**config.mk**
```make
export PLATFORM = sky130hd
export DESIGN_NAME = hash_session_arbiter_flat
export DESIGN_NICKNAME = d
export VERILOG_FILES = /design/src/rtl/hash_session_arbiter_pkg.sv /design/src/rtl/hash_session_arbiter_if.sv /design/src/rtl/hash_session_arbiter_rr_arbiter.sv /design/src/rtl/hash_session_arbiter.sv /design/src/flat_wrapper.sv
export SDC_FILE = /design/constraint.sdc
export NUM_CORES = 1
export LEC_CHECK = 0
export CAP_MARGIN = 40
export CORE_MARGIN = 2
export CORE_UTILIZATION = 42
export DETAILED_ROUTE_END_ITERATION = 16
export HOLD_SLACK_MARGIN = 0.08
export PLACE_DENSITY = 0.81
export SLEW_MARGIN = 0
export SYNTH_ARGS = -nofsm -noshare
export SYNTH_HDL_FRONTEND = slang
export SYNTH_HIERARCHICAL = 1
export SYNTH_SLANG_ARGS = --single-unit
```
**constraint.sdc**
```tcl
create_clock -name clk -period 2.6 [get_ports clk]
set_input_delay 0.52 -clock clk [delete_from_list [all_inputs] [get_ports clk]]
set_output_delay 0.52 -clock clk [all_outputs]
set_load 0.03 [all_outputs]
```
**src/rtl/hash_session_arbiter_pkg.sv**
```systemverilog
// Shared types and widths for the hash session arbiter.
package hash_session_arbiter_pkg;

  localparam int DIGEST_W = 64;
  localparam int BYTE_W   = 8;

  typedef enum logic [2:0] {
    IDLE     = 3'd0,
    START    = 3'd1,
    STREAM   = 3'd2,
    DONE     = 3'd3,
    WAIT_DIG = 3'd4,
    RESP     = 3'd5
  } arb_state_t;

endpackage

```
**src/rtl/hash_session_arbiter_if.sv**
```systemverilog
// Requester-side bundle: per-source message streams in, grant/response out.
interface hash_session_arbiter_if
  import hash_session_arbiter_pkg::*;
#(
  parameter int NUM_REQ = 4
);

  logic [NUM_REQ-1:0]             req;
  logic [NUM_REQ-1:0][BYTE_W-1:0] req_byte;
  logic [NUM_REQ-1:0]             req_valid;
  logic [NUM_REQ-1:0]             req_last;
  logic [NUM_REQ-1:0]             req_ready;
  logic [NUM_REQ-1:0]             gnt;
  logic [NUM_REQ-1:0]             resp_valid;
  logic                           resp_err;
  logic [DIGEST_W-1:0]            digest_out;

  // Message sources drive the request side and observe grant/response.
  modport master (
    output req, req_byte, req_valid, req_last,
    input  req_ready, gnt, resp_valid, resp_err, digest_out
  );

  // The arbiter consumes requests and drives grant/response.
  modport slave (
    input  req, req_byte, req_valid, req_last,
    output req_ready, gnt, resp_valid, resp_err, digest_out
  );

endinterface

```
**src/rtl/hash_session_arbiter_rr_arbiter.sv**
```systemverilog
// Combinational round-robin picker: first requester after ptr, wrapping.
module rr_arbiter #(
  parameter  int NUM_REQ = 4,
  localparam int IDX_W   = $clog2(NUM_REQ)
) (
  input  logic [NUM_REQ-1:0] req,
  input  logic [IDX_W-1:0]   ptr,
  output logic [NUM_REQ-1:0] grant,
  output logic [IDX_W-1:0]   grant_idx
);

  logic             found;
  logic [IDX_W-1:0] cand;

  // Walk ptr+1 .. ptr+NUM_REQ (mod NUM_REQ); the last owner has lowest priority.
  always_comb begin
    grant     = '0;
    grant_idx = '0;
    found     = 1'b0;
    cand      = '0;
    for (int i = 1; i <= NUM_REQ; i++) begin
      cand = IDX_W'((int'(ptr) + i) % NUM_REQ);
      if (!found && req[cand]) begin
        found       = 1'b1;
        grant[cand] = 1'b1;
        grant_idx   = cand;
      end
    end
  end

endmodule

```
**src/rtl/hash_session_arbiter.sv**
```systemverilog
// Shares one hash core among NUM_REQ sources, one whole message per grant.
module hash_session_arbiter
  import hash_session_arbiter_pkg::*;
#(
  parameter int NUM_REQ     = 4,
  parameter int TIMEOUT_CYC = 4096
) (
  input  logic                clk,
  input  logic                reset,
  hash_session_arbiter_if.slave src,
  output logic                core_start_msg,
  output logic [BYTE_W-1:0]   core_msg_byte,
  output logic                core_valid_in,
  output logic                core_msg_done,
  input  logic                core_load_byte,
  input  logic [DIGEST_W-1:0] core_digest,
  input  logic                core_digest_ready
);

  localparam int IDX_W = $clog2(NUM_REQ);
  localparam int CNT_W = $clog2(TIMEOUT_CYC) + 1;

  arb_state_t          state;
  logic [NUM_REQ-1:0]  gnt_q;
  logic [IDX_W-1:0]    gidx_q;
  logic [IDX_W-1:0]    ptr_q;
  logic [CNT_W-1:0]    cnt_q;
  logic                err_q;
  logic                rdy_d;
  logic [DIGEST_W-1:0] digest_q;

  logic [NUM_REQ-1:0]  arb_gnt;
  logic [IDX_W-1:0]    arb_idx;
  logic                sel_valid;
  logic                sel_last;
  logic [BYTE_W-1:0]   sel_byte;
  logic                xfer;
  logic                dig_rise;
  logic                tmo_hit;

  rr_arbiter #(.NUM_REQ(NUM_REQ)) u_rr (
    .req       (src.req),
    .ptr       (ptr_q),
    .grant     (arb_gnt),
    .grant_idx (arb_idx)
  );

  assign sel_valid = src.req_valid[gidx_q];
  assign sel_last  = src.req_last[gidx_q];
  assign sel_byte  = src.req_byte[gidx_q];
  assign xfer      = core_load_byte & sel_valid;
  assign dig_rise  = core_digest_ready & ~rdy_d;
  assign tmo_hit   = (cnt_q == CNT_W'(TIMEOUT_CYC - 1));

  // Session FSM with grant ownership, rr pointer and digest timeout counter.
  always_ff @(posedge clk) begin
    if (reset) begin
      state  <= IDLE;
      gnt_q  <= '0;
      gidx_q <= '0;
      ptr_q  <= '0;
      cnt_q  <= '0;
      err_q  <= 1'b0;
      rdy_d  <= 1'b0;
    end else begin
      rdy_d <= core_digest_ready;
      case (state)
        IDLE: begin
          if (|src.req) begin
            gnt_q  <= arb_gnt;
            gidx_q <= arb_idx;
            ptr_q  <= arb_idx;
            err_q  <= 1'b0;
            state  <= START;
          end
        end
        START: state <= STREAM;
        STREAM: begin
          // A last flag ends the message either with its byte or on its own (no byte).
          if (sel_last && (xfer || !sel_valid)) state <= DONE;
        end
        DONE: begin
          if (core_load_byte) begin
            cnt_q <= '0;
            state <= WAIT_DIG;
          end
        end
        WAIT_DIG: begin
          if (dig_rise) begin
            state <= RESP;
          end else if (tmo_hit) begin
            err_q <= 1'b1;
            state <= RESP;
          end else begin
            cnt_q <= cnt_q + CNT_W'(1);
          end
        end
        RESP: begin
          gnt_q <= '0;
          cnt_q <= '0;
          state <= IDLE;
        end
        default: state <= IDLE;
      endcase
    end
  end

  // Digest capture: core value on a ready rising edge, zero on timeout.
  always_ff @(posedge clk) begin
    if (reset) begin
      digest_q <= '0;
    end else if (state == WAIT_DIG) begin
      if (dig_rise)     digest_q <= core_digest;
      else if (tmo_hit) digest_q <= '0;
    end
  end

  // Core handshake and per-source strobes decoded from the current state.
  always_comb begin
    core_start_msg = (state == START);
    core_msg_byte  = '0;
    core_valid_in  = 1'b0;
    core_msg_done  = (state == DONE);
    src.req_ready  = '0;
    src.resp_valid = '0;
    if (state == STREAM) begin
      core_msg_byte = sel_byte;
      core_valid_in = sel_valid;
      if (xfer) src.req_ready = gnt_q;
    end
    if (state == RESP) src.resp_valid = gnt_q;
  end

  assign src.gnt        = gnt_q;
  assign src.resp_err   = (state == RESP) & err_q;
  assign src.digest_out = digest_q;

endmodule

```
**src/flat_wrapper.sv**
```systemverilog
// flat-port wrapper written by rule: the top's interface ports become plain ports
module hash_session_arbiter_flat import hash_session_arbiter_pkg::*;
#(
  parameter int NUM_REQ     = 4,
  parameter int TIMEOUT_CYC = 4096
)
  (clk, reset, core_start_msg, core_msg_byte, core_valid_in, core_msg_done, core_load_byte, core_digest, core_digest_ready, src_req, src_req_byte, src_req_valid, src_req_last, src_req_ready, src_gnt, src_resp_valid, src_resp_err, src_digest_out);
  hash_session_arbiter_if #(.NUM_REQ(NUM_REQ)) src_i ();
  input  logic clk;
  input  logic reset;
  output logic core_start_msg;
  output logic [BYTE_W-1:0] core_msg_byte;
  output logic core_valid_in;
  output logic core_msg_done;
  input  logic core_load_byte;
  input  logic [DIGEST_W-1:0] core_digest;
  input  logic core_digest_ready;
  input wire logic [$bits(src_i.req)-1:0] src_req;
  input wire logic [$bits(src_i.req_byte)-1:0] src_req_byte;
  input wire logic [$bits(src_i.req_valid)-1:0] src_req_valid;
  input wire logic [$bits(src_i.req_last)-1:0] src_req_last;
  output wire logic [$bits(src_i.req_ready)-1:0] src_req_ready;
  output wire logic [$bits(src_i.gnt)-1:0] src_gnt;
  output wire logic [$bits(src_i.resp_valid)-1:0] src_resp_valid;
  output wire logic [$bits(src_i.resp_err)-1:0] src_resp_err;
  output wire logic [$bits(src_i.digest_out)-1:0] src_digest_out;
  assign src_i.req = src_req;
  assign src_i.req_byte = src_req_byte;
  assign src_i.req_valid = src_req_valid;
  assign src_i.req_last = src_req_last;
  assign src_req_ready = src_i.req_ready;
  assign src_gnt = src_i.gnt;
  assign src_resp_valid = src_i.resp_valid;
  assign src_resp_err = src_i.resp_err;
  assign src_digest_out = src_i.digest_out;
  hash_session_arbiter #(.NUM_REQ(NUM_REQ), .TIMEOUT_CYC(TIMEOUT_CYC)) u_core (.clk(clk), .reset(reset), .src(src_i), .core_start_msg(core_start_msg), .core_msg_byte(core_msg_byte), .core_valid_in(core_valid_in), .core_msg_done(core_msg_done), .core_load_byte(core_load_byte), .core_digest(core_digest), .core_digest_ready(core_digest_ready));
endmodule
```
==> reports/qor.yml, run 1 <==
status:
  outcome: "complete, no violations"
drt:
  first_pass_iters: 5
  first_iter_violations: 210
  post_drt_wl_per_cell_microns: 16.3
  vias: 4436
  vias_per_cell: 5.48
  wl_microns: 13200
  drc: 0
  antenna_left: 0
sta:
  slew_viol_final: 0
  finalSetupViolations: 0
  timing.fmax_mhz: 405
  period_share_pct: 94.9
  slew_headroom_pct: 57.9
  rsz0062_at_grt: "false"
  worst_pin_slew_ns: 0.630
  hold_viol_final: 0
  post-route-worst-setup-slack_ns: 0.132
  finalClockSkew_ns: 0.0114
  min_period_ns: 2.47
setup_path:
  cp.arrival_ns: 1.95
  cpPeakStageDelay_ns: 0.36
  r2r_start: "u_core/ptr_q[0]$_SDFFE_PP0P_"
  path_common_cell: "buf_4"
  startpoint: "u_core/ptr_q[0]$_SDFFE_PP0P_"
  cp_cell_sequence: "buf_4, buf_4, mux2_2, nor2_2, and3_1, buf_4"
  worstSetupEndpointType: "output port"
  worstSetupPathType: "reg2out"
  critPathBufInv: 3
  crit_family: "buffers and inverters"
  worstSetupStartpointType: "register"
  cp_slowest_cell: "dfxtp_1"
  cp_data_required_time_ns: 2.08
  crit_path_max_fanout: 9
floorplan:
  std_cell_rows: 37
  die_w_microns: 106
  core_area_sq_um: 10200
  dieArea_sq_um: 11200
  dieHeight_microns: 106
  initial_utilization_pct: 42.6
  io_pins: 200
place:
  port_buffers: 199
  gp_congestion: 0.899
  detailed_place_hpwl_microns: 9550
  pre_cts_slack_ns: -0.0507
clocking:
  clock_sinks: 88
  insertion_delay_ns: 0.36
  cts_made_buffers: 9
  htree_num_levels: 3
  cts_tree: "built"
  cts_root_buffer: "clkbuf_8"
  clockBufferDepth: 2
  cts.clk_slew.worst_paths_ns: 0.09
  cts_setup_buffers: 0
global_route:
  antenna_found_initial: 0
  grt_pass1_wl_microns: 21200
  track_usage_pct: 23.1
  grt_max_degree: 76
  grt_overflow: 0
  grt_pass1_vias: 4397
synthesis:
  ys.flop_type: "dfxtp_1"
  yosysWarningCount: 6
  yosysUniqueCellTypes: 60
  synth-seq-cells: 88
  ys_top_cells_by_area: "dfxtp_1 (41%), a22oi_1 (12%), nor2_1 (7.3%), mux4_2 (5.7%), ha_1 (2.6%)"
  synth_top_area_share_pct: 40.6
  synthArstFlopShare_pct: 0
  synth_top_area_cell: "dfxtp_1"
  synth-edff-count: 0
  yosysSeqAreaShare_pct: 40.6
  synth_area_sq_um: 4340
  synth_cells: 478
  syn_avg_cell_area_sq_um: 9.08
  synth_fp_nets: 599
layout:
  fin_nets: 790
  diodes: 0
  final_common_cell: "clkdlybuf4s50_1"
  syn2layout_area_growth_pct: 53.6
  drive_above_1_share_pct: 10.7
  regArea_sq_um: 1760
  final_cell_mix: "clkdlybuf4s50_1 (180), dfxtp_1 (88), nor2_1 (82), a22oi_1 (67), nand2_1 (27)"
  fill_cells: 839
  multi_input_area_sq_um: 2370
  final_core_util_pct: 65.4
power_and_ir_drop:
  power_density_nw_per_um2: 646
  ir_drop_uv: 411
  total_power_mw: 4.31
  leakagePower_nw: 2.48
min_path:
  hp-start: "u_core/err_q$_SDFFE_PP0P_"
  hold_path_class: "reg2reg"
run:
  max_cap_viol_count: 0
## routing by layer
layer,vias to the layer above,global-route usage (%),wire length [microns]
met5,-,0,0
met4,0,8.08,299
met3,23,5.75,746
met2,159,42.3,7040
met1,2124,26.0,5100
li1,2130,-,-
## final timing paths
| kind | to | slack [ns] | depth (start not counted) |
|---|---|---|---|
| worst max-delay path | src_req_ready[3] | 0.13 | 6 |
| worst min register to register | u_core/err_q$_SDFFE_PP0P_ | 0.48 | 2 |
| worst min-delay path | u_core/err_q$_SDFFE_PP0P_ | 0.48 | 2 |
| worst max register to register | u_core/src.gnt[0]$_SDFFE_PP0P_ | 0.37 | 9 |
## registers in the layout, summed over array words and instances (netlist names)
signal,count
u_core/ptr_q,2
u_core/src.gnt,4
u_core/cnt_q,13
u_core/src.digest_out,64
u_core/err_q,1
u_core/state,3
u_core/rdy_d,1
## logic make-up after synthesis
family          after synthesis  share of synthesized area (%)
fa+ha+maj                     9                           2.59
compound gates              131                           22.2
flops                        88                           40.6
mux                          16                           6.92
buf+inv                      44                           5.25
xor+xnor                      1                          0.202
simple gates                189                           22.3
## what timing repair did
action | in CTS | in global routing
hold buffers | 0 | 0
pin swaps | 0 | 0
hold endpoints to repair | 0 | 0
endpoints found under the setup margin | 13 | 5
resized for setup | 14 | 2
## layout make-up
| class | count | share of cell area (%) |
|---|---|---|
| inverters | 5 | 0.282 |
| well taps | 136 | 2.55 |
| multi-input cells | 346 | 35.6 |
| repair buffers | 219 | 32.3 |
| clock inverters | 6 | 1.05 |
| clock buffers | 9 | 1.86 |
| flip-flops and latches | 88 | 26.4 |
## tightest hold or removal path: stages, from the launching register on
cell and delay (ns):
dfxtp_1 0.33, nand2_1 0.06, a21oi_1 0.05
## metrics by stage
stage	instances	setup TNS [ns]	instance area (sq um)	hold WS, ns
2_1_floorplan	478	0	4340	0.428
3_3_place_gp	794	-0.188	6480	0.439
3_5_place_dp	794	-0.266	6480	0.463
4_1_cts	809	0	6660	0.477
5_1_grt	809	0	6670	0.527
6_report	809	0	6670	0.481
## synthesized netlist by cell type (5+ instances only)
library cell,number
dfxtp_1,88
nor2_1,84
a22oi_1,67
nand2_1,27
a21oi_1,20
buf_2,17
nor2b_1,17
clkbuf_1,13
and3_1,12
mux4_2,11
ha_1,9
nand3_1,8
o21ai_0,8
or3b_1,7
o21ai_1,6
buf_4,5
## where the power goes
group          switching [mW]  total, mW  internal [mW]
Clock                   0.506      0.949          0.444
Sequential             0.0582       1.48           1.43
Combinational           0.979       1.87          0.893
No activity file was read; power rests on OpenSTA's default activity.
==> inputs of run 2 (changes only) <==
- CORE_ASPECT_RATIO: default -> 0.5
- SLEW_MARGIN: 0 -> 10
==> run 2 against run 1 <==
Against the previous run:
- critical path depth is 3 lower
- sequential power barely moved
- routed wire length decreased by 3.4%
- sequential share of layout area shrank 0.45 points
- first-iteration DRC count is 31% higher
- global-route usage shrank 0.90 points
- largest cell class unchanged
==> reports/qor.yml, run 2 (same netlist as run 1, synthesis figures left out) <==
global_route:
  grt_pass1_wl_microns: 19900
  track_usage_pct: 22.2
  grt_max_degree: 65
  antenna_found_initial: 0
  grt_overflow: 0
  grt_pass1_vias: 4067
layout:
  final_core_util_pct: 67.0
  fin_nets: 794
  syn2layout_area_growth_pct: 56.2
  final_common_cell: "clkdlybuf4s50_1"
  largest_reg_flops: 64
  final_cell_mix: "clkdlybuf4s50_1 (181), dfxtp_1 (88), nor2_1 (82), a22oi_1 (67), nand2_1 (27)"
  drive_above_1_share_pct: 11.1
  diodes: 0
  final_area_sq_um: 6780
run:
  max_cap_viol_count: 0
setup_path:
  cp_data_required_time_ns: 2.08
  reg2reg_depth: 9
  crit_path_max_fanout: 9
  ff2ff_setup_slack_ns: 0.38
  startpoint: "u_core/state[2]$_SDFFE_PP0P_"
  worstSetupStartpointType: "register"
  cp.arrival_ns: 1.91
  cp-endpoint: "src_resp_err"
  r2r-end: "u_core/src.gnt[3]$_SDFFE_PP0P_"
  worstSetupEndpointType: "output port"
  r2r_start: "u_core/ptr_q[0]$_SDFFE_PP0P_"
  worstSetupPathType: "reg2out"
power_and_ir_drop:
  ir_drop_uv: 431
  power_density_nw_per_um2: 668
  total_power_mw: 4.53
  leakagePower_nw: 2.53
place:
  placed_area_sq_um: 6520
  detailed_place_hpwl_microns: 9070
  port_buffers: 199
  gp_congestion: 0.907
drt:
  first_pass_iters: 5
  antenna_left: 0
  vias_per_cell: 5.36
  post_drt_wl_per_cell_microns: 15.6
  vias: 4380
  wl_microns: 12700
  first_iter_violations: 275
  drc: 0
min_path:
  hp-start: "u_core/err_q$_SDFFE_PP0P_"
  hold_path_class: "reg2reg"
clocking:
  cts.clk_slew.worst_paths_ns: 0.06
  cts_root_buffer: "clkbuf_16"
  cts_made_buffers: 9
  cts_setup_buffers: 0
  htree_num_levels: 3
  clockBufferDepth: 2
  cts_tree: "built"
  clock_sinks: 88
  insertion_delay_ns: 0.33
floorplan:
  dieArea_sq_um: 11200
  core_area_sq_um: 10100
  die_w_microns: 148
  initial_utilization_pct: 42.9
  dieHeight_microns: 75.9
  std_cell_rows: 26
  io_pins: 200
sta:
  finalSetupViolations: 0
  rsz0062_at_grt: "false"
  fin_hold_ws_ns: 0.457
  slew_headroom_pct: 54.5
  period_share_pct: 93.4
  hold_viol_final: 0
  timing.fmax_mhz: 412
  worst_pin_slew_ns: 0.681
  finalClockSkew_ns: 0.00703
  min_period_ns: 2.43
  slew_viol_final: 0
status:
  outcome: "complete, no violations"
## run 2: worst max-delay path, stage by stage (launching register included)
cell and delay (ns):
dfxtp_1 0.47, nor2b_1 0.26, and3_1 0.19, clkdlybuf4s50_1 0.66
## run 2: layer usage
layer	track usage [%]	routed length [microns]	vias to the layer above
met5	0	0	-
met4	6.84	172	0
met3	7.01	1040	15
met2	40.6	6230	158
met1	25.8	5290	2063
li1	-	-	2144
## run 2: cell type report
cell class / instances / area [sq um]
well taps: 140 / 175
fillers: 834 / 3340
inverters: 5 / 18.8
repair buffers: 223 / 2190
flip-flops and latches: 88 / 1760
clock inverters: 6 / 37.5
multi-input cells: 346 / 2370
clock buffers: 9 / 225
## run 2: how the worst min path moves through the flow
| stage | cells after the start | slack, ns | endpoint |
|---|---|---|---|
| after floorplan | 2 | 0.43 | u_core/err_q$_SDFFE_PP0P_ |
| after global placement | 2 | 0.44 | u_core/err_q$_SDFFE_PP0P_ |
| after detailed placement | 2 | 0.45 | u_core/err_q$_SDFFE_PP0P_ |
| after CTS | 2 | 0.46 | u_core/err_q$_SDFFE_PP0P_ |
| after global routing | 2 | 0.49 | u_core/err_q$_SDFFE_PP0P_ |
| final | 2 | 0.46 | u_core/err_q$_SDFFE_PP0P_ |
## run 2: power by group
part / leakage, nW / switching (mW) / internal [mW]
logic: 1.70 / 0.982 / 0.902
clock network: 0.123 / 0.507 / 0.636
registers: 0.710 / 0.0759 / 1.43
## run 2: metrics by stage
stage / setup TNS, ns / instances / setup WS [ns]
floorplan: 0 / 478 / 0.160
detailed placement: -0.375 / 802 / -0.0710
global placement: -0.246 / 802 / -0.0500
global route: 0 / 817 / 0.0543
finish: 0 / 817 / 0.171
CTS: 0 / 817 / 0.00171
## run 2: what timing repair did
item	in CTS	in global routing
hold buffers	0	0
pin swaps	0	0
gates resized for setup	12	2
setup endpoints to repair	9	2
==> inputs of run 3 (changes only) <==
- REMOVE_ABC_BUFFERS: default -> 1
==> run 3 against run 2 <==
Against the previous run:
- total power increased by 2.7%
- combinational power about the same
- core utilization increased by 0.57 points
- largest cell class unchanged
==> reports/qor.yml, run 3 (same netlist as run 1, synthesis figures left out) <==
layout:
  fin_nets: 794
  fill_cells: 827
  final_area_sq_um: 6840
  diodes: 0
  syn2layout_area_growth_pct: 57.5
  final_common_cell: "clkdlybuf4s50_1"
  largest_reg_flops: 64
  final_cell_mix: "clkdlybuf4s50_1 (180), dfxtp_1 (88), nor2_1 (83), a22oi_1 (67), nand2_1 (27)"
  drive_above_1_share_pct: 10.9
drt:
  drc: 0
  antenna_left: 0
  wl_microns: 12700
  vias: 4374
  first_iter_violations: 229
  first_pass_iters: 7
  vias_per_cell: 5.35
  post_drt_wl_per_cell_microns: 15.5
floorplan:
  dieHeight_microns: 75.9
  core_area_sq_um: 10100
  initial_utilization_pct: 42.9
  dieArea_sq_um: 11200
  std_cell_rows: 26
  io_pins: 200
  die_w_microns: 148
clocking:
  cts_setup_buffers: 0
  insertion_delay_ns: 0.33
  clockBufferDepth: 2
  cts_tree: "built"
  cts.clk_slew.worst_paths_ns: 0.06
  cts_made_buffers: 9
  cts_root_buffer: "clkbuf_16"
  clock_sinks: 88
  post_cts_resized: 8
  htree_num_levels: 3
  hold_buffers: 0
setup_path:
  worstSetupEndpointType: "output port"
  cp_cell_sequence: "clkdlybuf4s50_1, mux2i_1, mux2_2, nor2_1, buf_4, and3_1, buf_4"
  cp_slowest_cell: "clkdlybuf4s50_1"
  worstSetupPathType: "in2out"
  startpoint: "src_req_valid[0]"
  path_common_cell: "buf_4"
  cpPeakStageDelay_ns: 0.46
  worstSetupStartpointType: "input port"
  cp.arrival_ns: 1.97
  cp_data_required_time_ns: 2.08
  crit_path_max_fanout: 4
  r2r_start: "u_core/ptr_q[1]$_SDFFE_PP0P_"
global_route:
  grt_pass1_wl_microns: 19700
  grt.busiest_layer: "met2"
  track_usage_pct: 21.8
  grt_max_degree: 65
  grtUsageMet1_pct: 25.4
  grt.met2_usage_pct: 38.3
  antenna_found_initial: 0
  grt_use_met3_pct: 8.50
  grt_overflow: 0
  grt_pass1_vias: 4015
sta:
  post-route-worst-setup-slack_ns: 0.112
  slew_viol_final: 0
  worst_pin_slew_ns: 0.615
  timing.fmax_mhz: 402
  rsz0062_at_grt: "false"
  period_share_pct: 95.7
  finalSetupViolations: 0
  finalClockSkew_ns: 0.00747
  min_period_ns: 2.49
  slew_headroom_pct: 59.0
  hold_viol_final: 0
power_and_ir_drop:
  ir_drop_uv: 368
  leakagePower_nw: 2.61
  power_density_nw_per_um2: 680
place:
  port_buffers: 199
  pre_cts_slack_ns: -0.0644
  detailed_place_hpwl_microns: 9050
  placed_area_sq_um: 6540
  gp_congestion: 0.861
status:
  outcome: "complete, no violations"
min_path:
  hold_path_class: "reg2reg"
  hp-start: "u_core/err_q$_SDFFE_PP0P_"
run:
  max_cap_viol_count: 0
## run 3: metrics by stage
step                cells  TNS [ns]  power (mW)  hold slack (ns)  util (%)
floorplan             439   -130.80        2.65            0.422         -
global placement      802    -0.219        3.39            0.440      64.6
detailed placement    802    -0.384        3.42            0.443      64.6
CTS                   818         0        4.69            0.450      67.4
global route          818         0        4.91            0.491      67.6
finish                818         0        4.65            0.449      67.6
## run 3: final timing paths
| path | to | slack, ns | cells after the start |
|---|---|---|---|
| worst max-delay path | src_req_ready[3] | 0.11 | 7 |
| worst max register to register | u_core/src.gnt[2]$_SDFFE_PP0P_ | 0.29 | 9 |
| worst min-delay path | u_core/err_q$_SDFFE_PP0P_ | 0.45 | 2 |
| worst min register to register | u_core/err_q$_SDFFE_PP0P_ | 0.45 | 2 |
## run 3: per-layer routing
metal,part of all wire [%],vias to the layer above
li1,-,2149
met1,41,2043
met2,49,174
met3,9.5,8
met4,0.80,0
met5,0,-
## run 3: where the power goes
part           switching, mW  total [mW]  internal, mW  leakage (nW)
Clock                  0.527        1.28         0.748         0.139
Sequential            0.0583        1.49          1.43         0.710
Combinational          0.977        1.89         0.914          1.77
Total                   1.56        4.65          3.09          2.61
## run 3: final cells by class
cell class                      instances  area, sq um  share of cell area, %
Sequential cell                        88         1760                   25.8
Clock inverter                          6         67.6                  0.988
Multi-Input combinational cell        346         2370                   34.6
Tap cell                              140          175                   2.56
Inverter                                5         18.8                  0.274
Clock buffer                           10          229                   3.35
Timing Repair Buffer                  223         2220                   32.5
## run 3: critical path, delay by kind of cell
family / cells / cell delay, ns
buffers and inverters: 3 / 0.78
multiplexers: 2 / 0.38
AND/OR/NAND/NOR: 2 / 0.29
